==> config.mk <==
export PLATFORM = sky130hd
export DESIGN_NAME = ahb_sram_if_flat
export DESIGN_NICKNAME = d
export VERILOG_FILES = /design/src/rtl/ahb_sram_pkg.sv /design/src/rtl/ahb_sram_bus_if.sv /design/src/rtl/ahb_sram_lane_dec.sv /design/src/rtl/ahb_sram_if.sv /design/src/flat_wrapper.sv
export SDC_FILE = /design/constraint.sdc
export NUM_CORES = 1
export LEC_CHECK = 0
export BUFFER_PORTS_ARGS = -buffer_cell sky130_fd_sc_hd__buf_2
export CORE_ASPECT_RATIO = 0.5
export CORE_MARGIN = 5
export CORE_UTILIZATION = 34
export DETAILED_ROUTE_END_ITERATION = 16
export PLACE_DENSITY = 0.8
export SLEW_MARGIN = 30
export SYNTH_ARGS = -nofsm -noshare
export SYNTH_HDL_FRONTEND = slang
export SYNTH_HIERARCHICAL = 1
export SYNTH_SLANG_ARGS = --single-unit
==> constraint.sdc <==
create_clock -name hclk -period 2.7 [get_ports hclk]
set_input_delay 0.675 -clock hclk [delete_from_list [all_inputs] [get_ports hclk]]
set_output_delay 0.675 -clock hclk [all_outputs]
set_load 0.02 [all_outputs]
==> src/rtl/ahb_sram_pkg.sv <==
// Shared encodings, state type and SRAM geometry for the AHB-to-SRAM front end.
package ahb_sram_pkg;

  localparam int unsigned SRAM_AW = 13;

  localparam logic [1:0] HTRANS_IDLE   = 2'b00;
  localparam logic [1:0] HTRANS_BUSY   = 2'b01;
  localparam logic [1:0] HTRANS_NONSEQ = 2'b10;
  localparam logic [1:0] HTRANS_SEQ    = 2'b11;

  localparam logic [2:0] HSIZE_BYTE = 3'd0;
  localparam logic [2:0] HSIZE_HALF = 3'd1;
  localparam logic [2:0] HSIZE_WORD = 3'd2;

  localparam logic [1:0] HRESP_OKAY  = 2'b00;
  localparam logic [1:0] HRESP_ERROR = 2'b01;

  typedef enum logic [2:0] {
    StIdle,
    StRd,
    StWr,
    StRdStall,
    StErr1,
    StErr2
  } state_e;

endpackage

==> src/rtl/ahb_sram_bus_if.sv <==
// AHB-Lite slave signals plus the two-bank byte-lane SRAM control/data bundle.
interface ahb_sram_bus_if;
  import ahb_sram_pkg::*;

  logic               hsel;
  logic [31:0]        haddr;
  logic [1:0]         htrans;
  logic               hwrite;
  logic [2:0]         hsize;
  logic [31:0]        hwdata;
  logic               hready;
  logic               hready_resp;
  logic [1:0]         hresp;
  logic [31:0]        hrdata;

  logic [3:0]         bank0_cen;
  logic [3:0]         bank1_cen;
  logic               sram_w_en;
  logic [SRAM_AW-1:0] sram_addr;
  logic [31:0]        sram_data;
  logic [7:0]         sram_q0, sram_q1, sram_q2, sram_q3;
  logic [7:0]         sram_q4, sram_q5, sram_q6, sram_q7;

  modport slave (
    input  hsel, haddr, htrans, hwrite, hsize, hwdata, hready,
    input  sram_q0, sram_q1, sram_q2, sram_q3, sram_q4, sram_q5, sram_q6, sram_q7,
    output hready_resp, hresp, hrdata,
    output bank0_cen, bank1_cen, sram_w_en, sram_addr, sram_data
  );

  modport master (
    output hsel, haddr, htrans, hwrite, hsize, hwdata, hready,
    output sram_q0, sram_q1, sram_q2, sram_q3, sram_q4, sram_q5, sram_q6, sram_q7,
    input  hready_resp, hresp, hrdata,
    input  bank0_cen, bank1_cen, sram_w_en, sram_addr, sram_data
  );

endinterface

==> src/rtl/ahb_sram_lane_dec.sv <==
// Decodes transfer size and low address bits into legality and a byte-lane mask.
module ahb_sram_lane_dec
  import ahb_sram_pkg::*;
(
  input  logic [2:0] hsize_i,
  input  logic [1:0] addr_lo_i,
  output logic       legal_o,
  output logic [3:0] mask_o
);

  always_comb begin
    legal_o = 1'b0;
    mask_o  = 4'h0;
    case (hsize_i)
      HSIZE_BYTE: begin
        legal_o = 1'b1;
        mask_o  = 4'b0001 << addr_lo_i;
      end
      HSIZE_HALF: begin
        legal_o = ~addr_lo_i[0];
        mask_o  = addr_lo_i[1] ? 4'b1100 : 4'b0011;
      end
      HSIZE_WORD: begin
        legal_o = (addr_lo_i == 2'b00);
        mask_o  = 4'hF;
      end
      default: ;
    endcase
  end

endmodule

==> src/rtl/ahb_sram_if.sv <==
// AHB-Lite slave front end: zero-wait reads, data-phase writes, one-cycle stall on
// write-then-read, two-cycle ERROR for illegal size/alignment.
module ahb_sram_if
  import ahb_sram_pkg::*;
(
  input logic           hclk,
  input logic           hresetn,
  ahb_sram_bus_if.slave bus
);

  state_e             state_q, state_d;
  logic [SRAM_AW-1:0] addr_q, addr_d;
  logic               bank_q, bank_d;
  logic [3:0]         mask_q, mask_d;

  logic               apv, legal, hbank;
  logic [3:0]         lane_mask;
  logic [SRAM_AW-1:0] haddr_word;

  logic               acc_bank, sram_w_en, hready_resp;
  logic [3:0]         acc_cen, bank0_cen, bank1_cen;
  logic [SRAM_AW-1:0] sram_addr;
  logic [31:0]        sram_data, hrdata;
  logic [1:0]         hresp;
  logic               sample;

  logic unused_bus;
  assign unused_bus = ^{bus.haddr[31:SRAM_AW+3], bus.htrans[0]};

  ahb_sram_lane_dec u_lane_dec (
    .hsize_i   (bus.hsize),
    .addr_lo_i (bus.haddr[1:0]),
    .legal_o   (legal),
    .mask_o    (lane_mask)
  );

  assign apv        = bus.hsel & bus.hready & bus.htrans[1];
  assign haddr_word = bus.haddr[SRAM_AW+1:2];
  assign hbank      = bus.haddr[SRAM_AW+2];

  always_comb begin
    state_d     = state_q;
    addr_d      = addr_q;
    bank_d      = bank_q;
    mask_d      = mask_q;
    acc_bank    = 1'b0;
    acc_cen     = 4'hF;
    sram_w_en   = 1'b1;
    sram_addr   = '0;
    sram_data   = 32'h0;
    hready_resp = 1'b1;
    hresp       = HRESP_OKAY;
    hrdata      = 32'h0;
    sample      = 1'b0;

    unique case (state_q)
      StIdle, StErr2: sample = 1'b1;
      StRd: begin
        sample = 1'b1;
        hrdata = bank_q ? {bus.sram_q7, bus.sram_q6, bus.sram_q5, bus.sram_q4}
                        : {bus.sram_q3, bus.sram_q2, bus.sram_q1, bus.sram_q0};
      end
      StWr: begin
        sample    = 1'b1;
        sram_addr = addr_q;
        acc_bank  = bank_q;
        acc_cen   = ~mask_q;
        sram_w_en = 1'b0;
        sram_data = bus.hwdata;
      end
      StRdStall: begin
        sram_addr   = addr_q;
        acc_bank    = bank_q;
        acc_cen     = 4'h0;
        hready_resp = 1'b0;
        state_d     = StRd;
      end
      StErr1: begin
        hready_resp = 1'b0;
        hresp       = HRESP_ERROR;
        state_d     = StErr2;
      end
      default: state_d = StIdle;
    endcase

    if (state_q == StErr2) hresp = HRESP_ERROR;

    if (sample) begin
      state_d = StIdle;
      if (apv && !legal) begin
        state_d = StErr1;
      end else if (apv && bus.hwrite) begin
        addr_d  = haddr_word;
        bank_d  = hbank;
        mask_d  = lane_mask;
        state_d = StWr;
      end else if (apv) begin
        addr_d = haddr_word;
        bank_d = hbank;
        // The SRAM port is busy with the write, so replay the read next cycle.
        if (state_q == StWr) begin
          state_d = StRdStall;
        end else begin
          state_d   = StRd;
          sram_addr = haddr_word;
          acc_bank  = hbank;
          acc_cen   = 4'h0;
        end
      end
    end

    bank0_cen = acc_bank ? 4'hF : acc_cen;
    bank1_cen = acc_bank ? acc_cen : 4'hF;

    if (!hresetn) begin
      bank0_cen = 4'hF;
      bank1_cen = 4'hF;
      sram_w_en = 1'b1;
      sram_addr = '0;
      sram_data = 32'h0;
    end
  end

  always_ff @(posedge hclk or negedge hresetn) begin
    if (!hresetn) begin
      state_q <= StIdle;
      addr_q  <= '0;
      bank_q  <= 1'b0;
      mask_q  <= 4'h0;
    end else begin
      state_q <= state_d;
      addr_q  <= addr_d;
      bank_q  <= bank_d;
      mask_q  <= mask_d;
    end
  end

  assign bus.bank0_cen   = bank0_cen;
  assign bus.bank1_cen   = bank1_cen;
  assign bus.sram_w_en   = sram_w_en;
  assign bus.sram_addr   = sram_addr;
  assign bus.sram_data   = sram_data;
  assign bus.hready_resp = hready_resp;
  assign bus.hresp       = hresp;
  assign bus.hrdata      = hrdata;

endmodule

==> src/flat_wrapper.sv <==
// flat-port wrapper written by rule: the top's interface ports become plain ports
module ahb_sram_if_flat import ahb_sram_pkg::*;
  (hclk, hresetn, bus_hsel, bus_haddr, bus_htrans, bus_hwrite, bus_hsize, bus_hwdata, bus_hready, bus_sram_q0, bus_sram_q1, bus_sram_q2, bus_sram_q3, bus_sram_q4, bus_sram_q5, bus_sram_q6, bus_sram_q7, bus_hready_resp, bus_hresp, bus_hrdata, bus_bank0_cen, bus_bank1_cen, bus_sram_w_en, bus_sram_addr, bus_sram_data);
  ahb_sram_bus_if bus_i ();
  input logic hclk;
  input logic hresetn;
  input wire logic [$bits(bus_i.hsel)-1:0] bus_hsel;
  input wire logic [$bits(bus_i.haddr)-1:0] bus_haddr;
  input wire logic [$bits(bus_i.htrans)-1:0] bus_htrans;
  input wire logic [$bits(bus_i.hwrite)-1:0] bus_hwrite;
  input wire logic [$bits(bus_i.hsize)-1:0] bus_hsize;
  input wire logic [$bits(bus_i.hwdata)-1:0] bus_hwdata;
  input wire logic [$bits(bus_i.hready)-1:0] bus_hready;
  input wire logic [$bits(bus_i.sram_q0)-1:0] bus_sram_q0;
  input wire logic [$bits(bus_i.sram_q1)-1:0] bus_sram_q1;
  input wire logic [$bits(bus_i.sram_q2)-1:0] bus_sram_q2;
  input wire logic [$bits(bus_i.sram_q3)-1:0] bus_sram_q3;
  input wire logic [$bits(bus_i.sram_q4)-1:0] bus_sram_q4;
  input wire logic [$bits(bus_i.sram_q5)-1:0] bus_sram_q5;
  input wire logic [$bits(bus_i.sram_q6)-1:0] bus_sram_q6;
  input wire logic [$bits(bus_i.sram_q7)-1:0] bus_sram_q7;
  output wire logic [$bits(bus_i.hready_resp)-1:0] bus_hready_resp;
  output wire logic [$bits(bus_i.hresp)-1:0] bus_hresp;
  output wire logic [$bits(bus_i.hrdata)-1:0] bus_hrdata;
  output wire logic [$bits(bus_i.bank0_cen)-1:0] bus_bank0_cen;
  output wire logic [$bits(bus_i.bank1_cen)-1:0] bus_bank1_cen;
  output wire logic [$bits(bus_i.sram_w_en)-1:0] bus_sram_w_en;
  output wire logic [$bits(bus_i.sram_addr)-1:0] bus_sram_addr;
  output wire logic [$bits(bus_i.sram_data)-1:0] bus_sram_data;
  assign bus_i.hsel = bus_hsel;
  assign bus_i.haddr = bus_haddr;
  assign bus_i.htrans = bus_htrans;
  assign bus_i.hwrite = bus_hwrite;
  assign bus_i.hsize = bus_hsize;
  assign bus_i.hwdata = bus_hwdata;
  assign bus_i.hready = bus_hready;
  assign bus_i.sram_q0 = bus_sram_q0;
  assign bus_i.sram_q1 = bus_sram_q1;
  assign bus_i.sram_q2 = bus_sram_q2;
  assign bus_i.sram_q3 = bus_sram_q3;
  assign bus_i.sram_q4 = bus_sram_q4;
  assign bus_i.sram_q5 = bus_sram_q5;
  assign bus_i.sram_q6 = bus_sram_q6;
  assign bus_i.sram_q7 = bus_sram_q7;
  assign bus_hready_resp = bus_i.hready_resp;
  assign bus_hresp = bus_i.hresp;
  assign bus_hrdata = bus_i.hrdata;
  assign bus_bank0_cen = bus_i.bank0_cen;
  assign bus_bank1_cen = bus_i.bank1_cen;
  assign bus_sram_w_en = bus_i.sram_w_en;
  assign bus_sram_addr = bus_i.sram_addr;
  assign bus_sram_data = bus_i.sram_data;
  ahb_sram_if u_core (.hclk(hclk), .hresetn(hresetn), .bus(bus_i));
endmodule
==> flow_summary.json, run 1 <==
{
  "outcome": "complete, but fails checks",
  "violations": "setup timing",
  "pwr-share-seq_pct": 27.6,
  "tightest_slew_ps": 516,
  "fin_crit_ps": 2800,
  "fmaxAchievable_mhz": 357,
  "antenna_found_initial": 0,
  "final_util_pct": 60.1,
  "clk_pin_slew_worst_paths_ps": 50,
  "worst-r2r-cell-count": 5,
  "netlist_area_um2": 1970,
  "worstPathRequired_ps": 2030,
  "clkPwrFrac_pct": 16.6,
  "cts-htree-levels": 1,
  "crit_path_end": "bus_bank1_cen[3]",
  "drc_errors": 0,
  "die-area_um2": 7520,
  "grt-ovfl-total": 0,
  "crit_type": "in -> out",
  "diodes": 0,
  "r2r-start": "u_core/state_q[1]",
  "setup_ws_ps": -101,
  "cts-buffers-inserted": 3,
  "path_buf_inv": 3,
  "n_fill_cell": 490,
  "vdd_ir_drop_max_v": 0.000340,
  "antenna_left": 0,
  "syn2layout_area_growth_pct": 69.6,
  "drv_cap": 0,
  "swShare_pct": 40.9,
  "worstHoldPathType": "in -> async",
  "crit_family": "simple AND/OR/NAND/NOR gates",
  "drt-pass1-iter-count": 4,
  "viasPerCell": 4.98,
  "slew_viol_final": 0,
  "rsz0062_at_grt": "true",
  "setup_violations": 16,
  "ys_types": 31,
  "synth_top_area_share_pct": 26.6,
  "ys_warn_count": 6,
  "finalClockSkew_ps": 1.06,
  "numClockSinks": 21,
  "avgSynthCellArea_um2": 8.88,
  "critPathCaptureType": "output port",
  "p_int_w": 0.00109,
  "crit_chain": "buf_6, nor3_2, nor2_1, nor2_2, nor2b_4, and3_4, buf_6, a41o_1, o21ai_1, buf_4",
  "core_um2": 5560,
  "critPathArrivalTime_ps": 2130,
  "grt_usage_pct": 19.5,
  "cts_root_buf": "clkbuf_16",
  "portBuffers": 208,
  "p_leak_nw": 2.02,
  "syn-instance-count": 222,
  "gp_congestion": 0.930,
  "regToRegEndpoint": "u_core/mask_q[0]",
  "die_h_um": 63.9,
  "finalPower_w": 0.00185,
  "drtIter0Drc": 172,
  "path_max_fanout": 4,
  "start_kind": "input port",
  "cp_common_cell": "buf_6",
  "fin_crit_sh_pct": 104,
  "dpl.hpwl_um": 6280,
  "drive_gt1_share_pct": 59.8,
  "finalHoldViolCount": 0,
  "num_io_pins": 227,
  "yosysSeqAreaShare_pct": 26.6,
  "drt-wirelength-per-cell_um": 16.2,
  "cts_tree": "done",
  "pwr-share-comb_pct": 55.8,
  "routed_wl_um": 8100,
  "multi_input_area_um2": 1370,
  "syn-num-nets": 360,
  "power_switching_w": 0.000757,
  "critPathSlowestCell": "a41o_1",
  "start_util_pct": 35.4,
  "ys_ff_latch": 21,
  "clk_latency_ps": 250,
  "ctsHoldBuffers": 0,
  "regArea_um2": 527,
  "yosys.area.top_type": "dfrtp_1",
  "core.rowCount": 19,
  "vias": 2497,
  "grt_pass1_vias": 2405,
  "crit_path_max_incr_delay_ps": 240,
  "fin_nets": 567,
  "p_per_area_nw_per_um2": 553,
  "slew_headroom_pct": 64.6,
  "r2r_slack_ps": 720,
  "grt_pass1_wl_um": 12500,
  "clk_path_buf_depth": 2,
  "cp.depth": 10,
  "yosys-top-cells-area": "dfrtp_1, mux2i_1, and3_1, mux2_4, nor2_1",
  "die_w_um": 118,
  "critPathLaunch": "bus_haddr[1]",
  "grt_max_degree": 35
}
worst min-delay path by stage:
stage | from | to | slack (ps)
5_1_grt | hresetn | u_core/mask_q[2] | 300
3_3_place_gp | u_core/addr_q[0] | u_core/addr_q[0] | 490
3_5_place_dp | u_core/addr_q[0] | u_core/addr_q[0] | 500
2_1_floorplan | hresetn | u_core/addr_q[0] | 380
4_1_cts | hresetn | u_core/state_q[2] | 270
6_report | hresetn | u_core/mask_q[2] | 280
through the flow:
| step | setup slack (ps) | hold WS [ps] | TNS (ps) | area (um2) | std cells |
|---|---|---|---|---|---|
| finish | -101 | 276 | -830 | 3340 | 501 |
| global route | -183 | 297 | -2300 | 3340 | 501 |
| CTS | -125 | 273 | -2110 | 3250 | 500 |
| detailed placement | -195 | 498 | -3530 | 3090 | 495 |
| global placement | -173 | 492 | -3190 | 3090 | 495 |
| floorplan | 92.8 | 379 | 0 | 1970 | 222 |
cells in the mapped netlist:
cell type	n
mux2i_1	33
or3b_1	1
nor3_1	1
a31oi_1	1
and3_4	2
a21oi_1	5
nand2b_1	3
buf_6	2
buf_1	1
and2_1	2
nor2_1	37
nand2_4	1
o21ai_0	11
a41o_1	1
o21a_1	2
clkbuf_1	13
nor2b_1	3
inv_1	3
nand2_1	3
mux2_4	13
buf_12	1
buf_2	3
a21bo_2	1
mux2_2	5
and3_1	36
a22o_1	13
a311oi_2	1
buf_4	1
dfrtp_1	21
a21o_2	1
conb_1	1
layout make-up:
cell class                      instances  area share (%)
Multi-Input combinational cell        178            41.1
Sequential cell                        21            15.8
Timing Repair Buffer                  222            37.7
Tap cell                               73            2.73
Inverter                                3           0.337
Clock buffer                            4            2.36
flip-flops by register name, summed over array words and instances (netlist names):
signal          flops
u_core/mask_q       4
u_core/bank_q       1
u_core/addr_q      13
u_core/state_q      3
metal layers:
metal | wire length (um) | share of wire (%) | global-route usage [%]
met1 | 3070 | 38 | 22.3
met2 | 4340 | 53 | 37.5
met3 | 521 | 6.4 | 3.70
met4 | 174 | 2.1 | 5.29
met5 | 0 | 0 | 0
power groups by stage:
stage	Clock (W)	Sequential (W)	Combinational [W]
finish	0.000308	0.000510	0.00103
global route	0.000322	0.000523	0.00111
CTS	0.000310	0.000503	0.00102
detailed placement	0	0.000506	0.00101
global placement	0	0.000498	0.00100
floorplan	0	0.000480	0.000714
repair_timing:
item,in CTS,in global routing
endpoints found under the setup margin,21,21
pin swaps,13,10
buffers inserted,0,1
resized for setup,24,29
gates cloned,1,0
cell usage in the layout (no fill, tap or decap), drive strengths merged:
master / instances
nand2: 4
a311oi: 1
and3: 39
or3b: 1
inv: 3
mux2: 18
nor2b: 3
and2: 2
clkbuf: 4
a41o: 1
nor3: 1
o21a: 2
nor2: 37
o21ai: 11
a31oi: 1
a22o: 13
buf: 222
dfrtp: 21
a21oi: 5
conb: 1
mux2i: 33
a21bo: 1
a21o: 1
nand2b: 3
kinds of logic (layout without fill, tap and decap cells):
family          after synthesis  count (layout)  synth area share [%]
other cells                   1               1                 0.190
simple gates                 89              90                  24.0
mux                          51              51                  29.5
flops                        21              21                  26.6
compound gates               36              36                  13.1
buf+inv                      24             229                  6.54
worst reg2reg max path: stages (launching register included):
cell and delay, ps:
dfrtp_1 440, mux2i_1 460, and3_1 250, buf_4 290
nand2_4 120, mux2_4 310
Power figures use the tool's default switching activity.
==> inputs of run 2 (changes only) <==
PLACE_DENSITY = 0.81   (was 0.8)
SYNTH_HIERARCHICAL = default   (was 1)
==> flow_summary.json, run 2 <==
{
  "crit_path_max_incr_delay_ps": 390,
  "layout_commonest_cell": "buf_2",
  "syn2layout_area_growth_pct": 71.4,
  "drv_cap": 0,
  "syn-num-nets": 368,
  "routed_wl_um": 7480,
  "cts_setup_buffers": 0,
  "path_max_fanout": 6,
  "ys_warn_count": 0,
  "rsz0062_at_grt": "true",
  "critPathSlowestCell": "or3_4",
  "core_um2": 5520,
  "worstPathRequired_ps": 2030,
  "tightest_slew_ps": 650,
  "vias": 2498,
  "drc_errors": 0,
  "critPathArrivalTime_ps": 2020,
  "top_register": "u_core.addr_q",
  "drt-pass1-iter-count": 4,
  "dp_cells": 507,
  "largest_reg_flops": 13,
  "synth-async-reset-ratio_pct": 100,
  "drt-wirelength-per-cell_um": 14.6,
  "antenna_left": 0,
  "ys_ff_latch": 21,
  "finalPower_w": 0.00178,
  "ys_types": 37,
  "fin_crit_ps": 2700,
  "finalHoldViolCount": 0,
  "crit_chain": "buf_6, or3_4, a21oi_4, and4b_2, clkbuf_16, a22o_1, buf_6",
  "avgSynthCellArea_um2": 8.48,
  "die-area_um2": 7440,
  "drtIter0Drc": 111,
  "synth_edf_count": 0,
  "setup_violations": 0,
  "clk_path_buf_depth": 2,
  "p_leak_nw": 1.98,
  "grt_max_degree": 36,
  "layoutNonFillerInstCount": 512,
  "cts_root_buf": "clkbuf_16",
  "num_io_pins": 227,
  "netlist_area_um2": 1950,
  "gp_congestion": 0.832,
  "p_per_area_nw_per_um2": 533,
  "ys.flop_type": "dfrtp_1",
  "grt_pass1_wl_um": 11300,
  "grt_usage_pct": 18.2,
  "yosys.area.top_type": "dfrtp_1",
  "grt-ovfl-total": 0,
  "fmaxAchievable_mhz": 371,
  "slew_viol_final": 0,
  "diodes": 0,
  "clk_latency_ps": 250,
  "synth_top_cells_by_count": "nor2_1, and3_1, mux2i_1, dfrtp_1, mux2_2",
  "vdd_ir_drop_max_v": 0.000356,
  "n_fill_cell": 494,
  "biggestRegsByFlops": "u_core.addr_q x13, u_core.mask_q x4, u_core.state_q x3",
  "synth_top_area_share_pct": 26.9,
  "slew_headroom_pct": 56.7,
  "portBuffers": 208,
  "yosysSeqAreaShare_pct": 26.9,
  "path_buf_inv": 3,
  "worstHoldPathType": "in -> async",
  "mostFrequentLayoutCells": "buf_2, nor2_1, and3_1, mux2i_1, dfrtp_1",
  "syn-instance-count": 230,
  "fin_crit_sh_pct": 99.9,
  "cp_common_cell": "buf_6",
  "crit_family": "simple AND/OR/NAND/NOR gates",
  "core.rowCount": 19,
  "cts-buffers-inserted": 3,
  "drive_gt1_share_pct": 58.3,
  "finalClockSkew_ps": 3.88,
  "die_h_um": 63.6,
  "outcome": "complete, no violations",
  "cts_tree": "done",
  "grt_pass1_vias": 2340,
  "post-synth-top-count-cell": "nor2_1",
  "yosys-top-cells-area": "dfrtp_1, mux2i_1, and3_1, mux2_2, nor2_1",
  "start_kind": "input port",
  "crit_type": "in -> out",
  "cts-htree-levels": 1,
  "viasPerCell": 4.88,
  "numClockSinks": 21,
  "die_w_um": 117,
  "dpl.hpwl_um": 6220,
  "critPathCaptureType": "output port",
  "fin_nets": 578,
  "antenna_found_initial": 0,
  "clk_pin_slew_worst_paths_ps": 60,
  "start_util_pct": 35.4
}
run 2: cell types whose count changed in the layout (fill, tap and decap cells not counted), moves of 4 or more:
cell      delta
o21ai_1      -7
buf_2        +6
nand4_1      +4
o21ai_0      +5
buf_6        -4
o211ai_1     +5
and3_1       -4
mux2_2      +11
mux2_4      -13
run 2: kinds of logic (layout without fill, tap and decap cells):
kind of cell / Yosys count / after routing / share of synthesized area (%)
simple gates: 97 / 97 / 26.9
mux: 48 / 48 / 25.7
compound gates: 41 / 41 / 15.5
buf+inv: 22 / 231 / 4.87
flops: 21 / 21 / 26.9
other cells: 1 / 1 / 0.192
run 2: final cells by class:
type	instances	area (um2)	share of cell area [%]
clock inverters	1	5.00	0.150
multi-input cells	187	1350	40.4
inverters	2	7.51	0.225
well taps	73	91.3	2.73
repair buffers	225	1280	38.4
clock buffers	3	75.1	2.25
flip-flops and latches	21	528	15.8
run 2: stage by stage:
| step | TNS (ps) | utilization (%) | hold slack (ps) | area [um2] | worst slack [ps] |
|---|---|---|---|---|---|
| floorplan | 0 | - | 379 | 1960 | 56.9 |
| global placement | -69.5 | 56.9 | 487 | 3140 | -12.7 |
| detailed placement | -31.6 | 56.9 | 492 | 3140 | -11.2 |
| CTS | -6.94 | 59.1 | 250 | 3260 | -6.94 |
| global route | -332 | 60.6 | 255 | 3340 | -44.5 |
| finish | 0 | 60.6 | 245 | 3340 | 2.02 |
run 2: final timing paths:
check | startpoint | end | slack (ps) | cells past startpoint
worst max-delay path | bus_hsize[0] | bus_sram_addr[0] | 2 | 7
worst min-delay path | hresetn | u_core.mask_q[1] | 250 | 1
worst max register to register | u_core.state_q[0] | u_core.mask_q[0] | 820 | 4
worst min register to register | u_core.addr_q[11] | u_core.addr_q[11] | 500 | 1
max in group asynchronous | hresetn | u_core.addr_q[12] | 1980 | 2
min in group hclk | u_core.addr_q[11] | u_core.addr_q[11] | 500 | 1
run 2: timing repair:
action,CTS,global route
setup endpoints to repair,16,20
hold buffers,0,0
cloned,0,1
resized for setup,14,16
pin swaps,0,4
run 2: worst reg2reg max path: stages (launching register included):
cell	delay, ps
dfrtp_2	400
mux2_2	380
a2111o_1	440
or2_4	260
o31ai_1	290
run 2: report_power, final:
group / total, W / internal, W / switching [W]
registers: 0.000498 / 0.000428 / 0.0000692
logic: 0.000970 / 0.000428 / 0.000542
clock network: 0.000314 / 0.000199 / 0.000115
total: 0.00178 / 0.00105 / 0.000726
run 2: metal layers:
| layer | track usage (%) | share of wire, % | wire, um | vias to the layer above |
|---|---|---|---|---|
| li1 | - | - | - | 1257 |
| met2 | 34.0 | 52 | 3910 | 80 |
| met1 | 22.1 | 40 | 3000 | 1157 |
| met4 | 3.43 | 0.43 | 32 | 0 |
| met3 | 2.68 | 7.1 | 533 | 4 |
| met5 | 0 | 0 | 0 | - |
==> inputs of run 3 (changes only) <==
PLACE_DENSITY = 0.82   (was 0.81)
==> flow_summary.json, run 3 (synthesis gave the netlist of run 2 again) <==
{
  "outcome": "complete, no violations",
  "portBuffers": 208,
  "drt-pass1-iter-count": 4,
  "cts_tree": "done",
  "routed_wl_um": 7660,
  "tns_ps": 0,
  "largest_reg_flops": 13,
  "die_w_um": 117,
  "crit_type": "in -> out",
  "crit_path_max_incr_delay_ps": 400,
  "drt-wirelength-per-cell_um": 15.0,
  "num_io_pins": 227,
  "critPathSlowestCell": "or3_4",
  "vdd_ir_drop_max_v": 0.000399,
  "clk_path_buf_depth": 2,
  "ctsHoldBuffers": 0,
  "critPathCaptureType": "output port",
  "grt_usage_pct": 18.6,
  "grt-ovfl-total": 0,
  "finalClockSkew_ps": 2.33,
  "r2r-start": "u_core.state_q[0]",
  "numClockSinks": 21,
  "fin_crit_ps": 2700,
  "wl_met3_um": 580,
  "drc_errors": 0,
  "fin_nets": 576,
  "drive_gt1_share_pct": 58.1,
  "die-area_um2": 7440,
  "p_per_area_nw_per_um2": 537,
  "layout_commonest_cell": "buf_2",
  "cts_root_buf": "clkbuf_16",
  "path_max_fanout": 12,
  "gp_congestion": 0.832,
  "finalPower_w": 0.00178,
  "fmaxAchievable_mhz": 371,
  "dpl_worst_slack_ps": -5.93,
  "clk_latency_ps": 250,
  "clk_pin_slew_worst_paths_ps": 60,
  "critPathArrivalTime_ps": 2020,
  "drv_cap": 0,
  "diodes": 0,
  "worstPathRequired_ps": 2030,
  "core.rowCount": 19,
  "hold_slack_ps": 506,
  "start_util_pct": 35.4,
  "dpl.hpwl_um": 6340,
  "p_leak_nw": 1.96,
  "highest_layer": "met4",
  "r2r_slack_ps": 630,
  "critPathLaunch": "bus_haddr[0]",
  "grt_max_degree": 36,
  "mostFrequentLayoutCells": "buf_2, nor2_1, and3_1, mux2i_1, dfrtp_1",
  "die_h_um": 63.6,
  "path_buf_inv": 3,
  "setup_ws_ps": 2.57,
  "grt_pass1_wl_um": 11500,
  "finalHoldViolCount": 0,
  "vias": 2476,
  "biggestRegsByFlops": "u_core.addr_q x13, u_core.mask_q x4, u_core.state_q x3",
  "antenna_found_initial": 0,
  "fin_crit_sh_pct": 99.9,
  "antenna_left": 0,
  "cts-buffers-inserted": 3,
  "crit_chain": "buf_6, or3_4, a21oi_4, and4b_1, buf_12, a22o_1, buf_6",
  "worstHoldPathType": "reg -> reg",
  "viasPerCell": 4.85,
  "grt_pass1_vias": 2363,
  "core_um2": 5520,
  "top_register": "u_core.addr_q",
  "setup_violations": 0,
  "start_kind": "input port",
  "syn2layout_area_growth_pct": 70.5,
  "wl_met2_um": 3980,
  "worstHoldStart": "u_core.addr_q[0]",
  "n_fill_cell": 490,
  "slew_viol_final": 0,
  "cp_common_cell": "buf_6",
  "tightest_slew_ps": 620,
  "wl_met1_um": 3050,
  "cts-htree-levels": 1,
  "cts_setup_buffers": 0,
  "rsz0062_at_grt": "true",
  "drtIter0Drc": 100,
  "slew_headroom_pct": 58.6,
  "crit_family": "simple AND/OR/NAND/NOR gates"
}
-- run 3: cell count changes in the layout (fill, tap and decap cells not counted) --
| cell | previous run | this run |
|---|---|---|
| buf_2 | 193 | 191 |
| a21boi_0 | 1 | 0 |
| a21boi_1 | 0 | 1 |
| and4b_1 | 0 | 1 |
| and4b_2 | 1 | 0 |
| buf_6 | 13 | 14 |
| clkbuf_16 | 4 | 3 |
| o211a_1 | 1 | 0 |
| o211a_4 | 0 | 1 |
-- run 3: cell type report --
class	count	area (um2)	share of cell area (%)
Tap cell	73	91.3	2.75
Clock inverter	1	5.00	0.150
Inverter	2	7.51	0.226
Timing Repair Buffer	223	1260	37.9
Multi-Input combinational cell	187	1360	40.8
Clock buffer	3	75.1	2.26
Sequential cell	21	528	15.9
-- run 3: repair_timing --
item	in CTS	in global routing
resized for setup	9	25
endpoints found under the setup margin	12	21
pin swaps	0	2
gates cloned	0	0
-- run 3: power by group --
group / leakage (nW) / switching [W] / internal, W / total, W
Combinational: 1.65 / 0.000543 / 0.000428 / 0.000972
Sequential: 0.266 / 0.0000736 / 0.000429 / 0.000502
Clock: 0.0409 / 0.000112 / 0.000199 / 0.000311
-- run 3: worst reg2reg max path, stage by stage, from the launching register on --
cell	delay [ps]
dfrtp_2	410
mux2_2	390
a2111o_1	560
buf_4	260
o21ai_0	200
o21ai_0	120
-- run 3: path summary, 6_finish.rpt --
kind / end / cells after the start
max: bus_sram_addr[9] / 7
min: u_core.addr_q[0] / 1
max reg2reg: u_core.mask_q[3] / 5
min reg2reg: u_core.addr_q[0] / 1
max in group asynchronous: u_core.addr_q[11] / 2
min in group asynchronous: u_core.mask_q[1] / 2
-- run 3: per-layer routing --
metal / vias to the layer above / global-route usage (%)
met5: - / 0
met2: 77 / 34.3
met3: 7 / 3.06
met4: 0 / 4.15
met1: 1140 / 22.3
li1: 1252 / -
-- run 3: through the flow --
step | utilization, % | std cells | instance area, um2
final | 60.3 | 510 | 3330
after global routing | 60.3 | 510 | 3330
after CTS | 58.7 | 510 | 3240
after detailed placement | 56.7 | 506 | 3130
after global placement | 56.7 | 506 | 3130
after floorplan | - | 230 | 1960
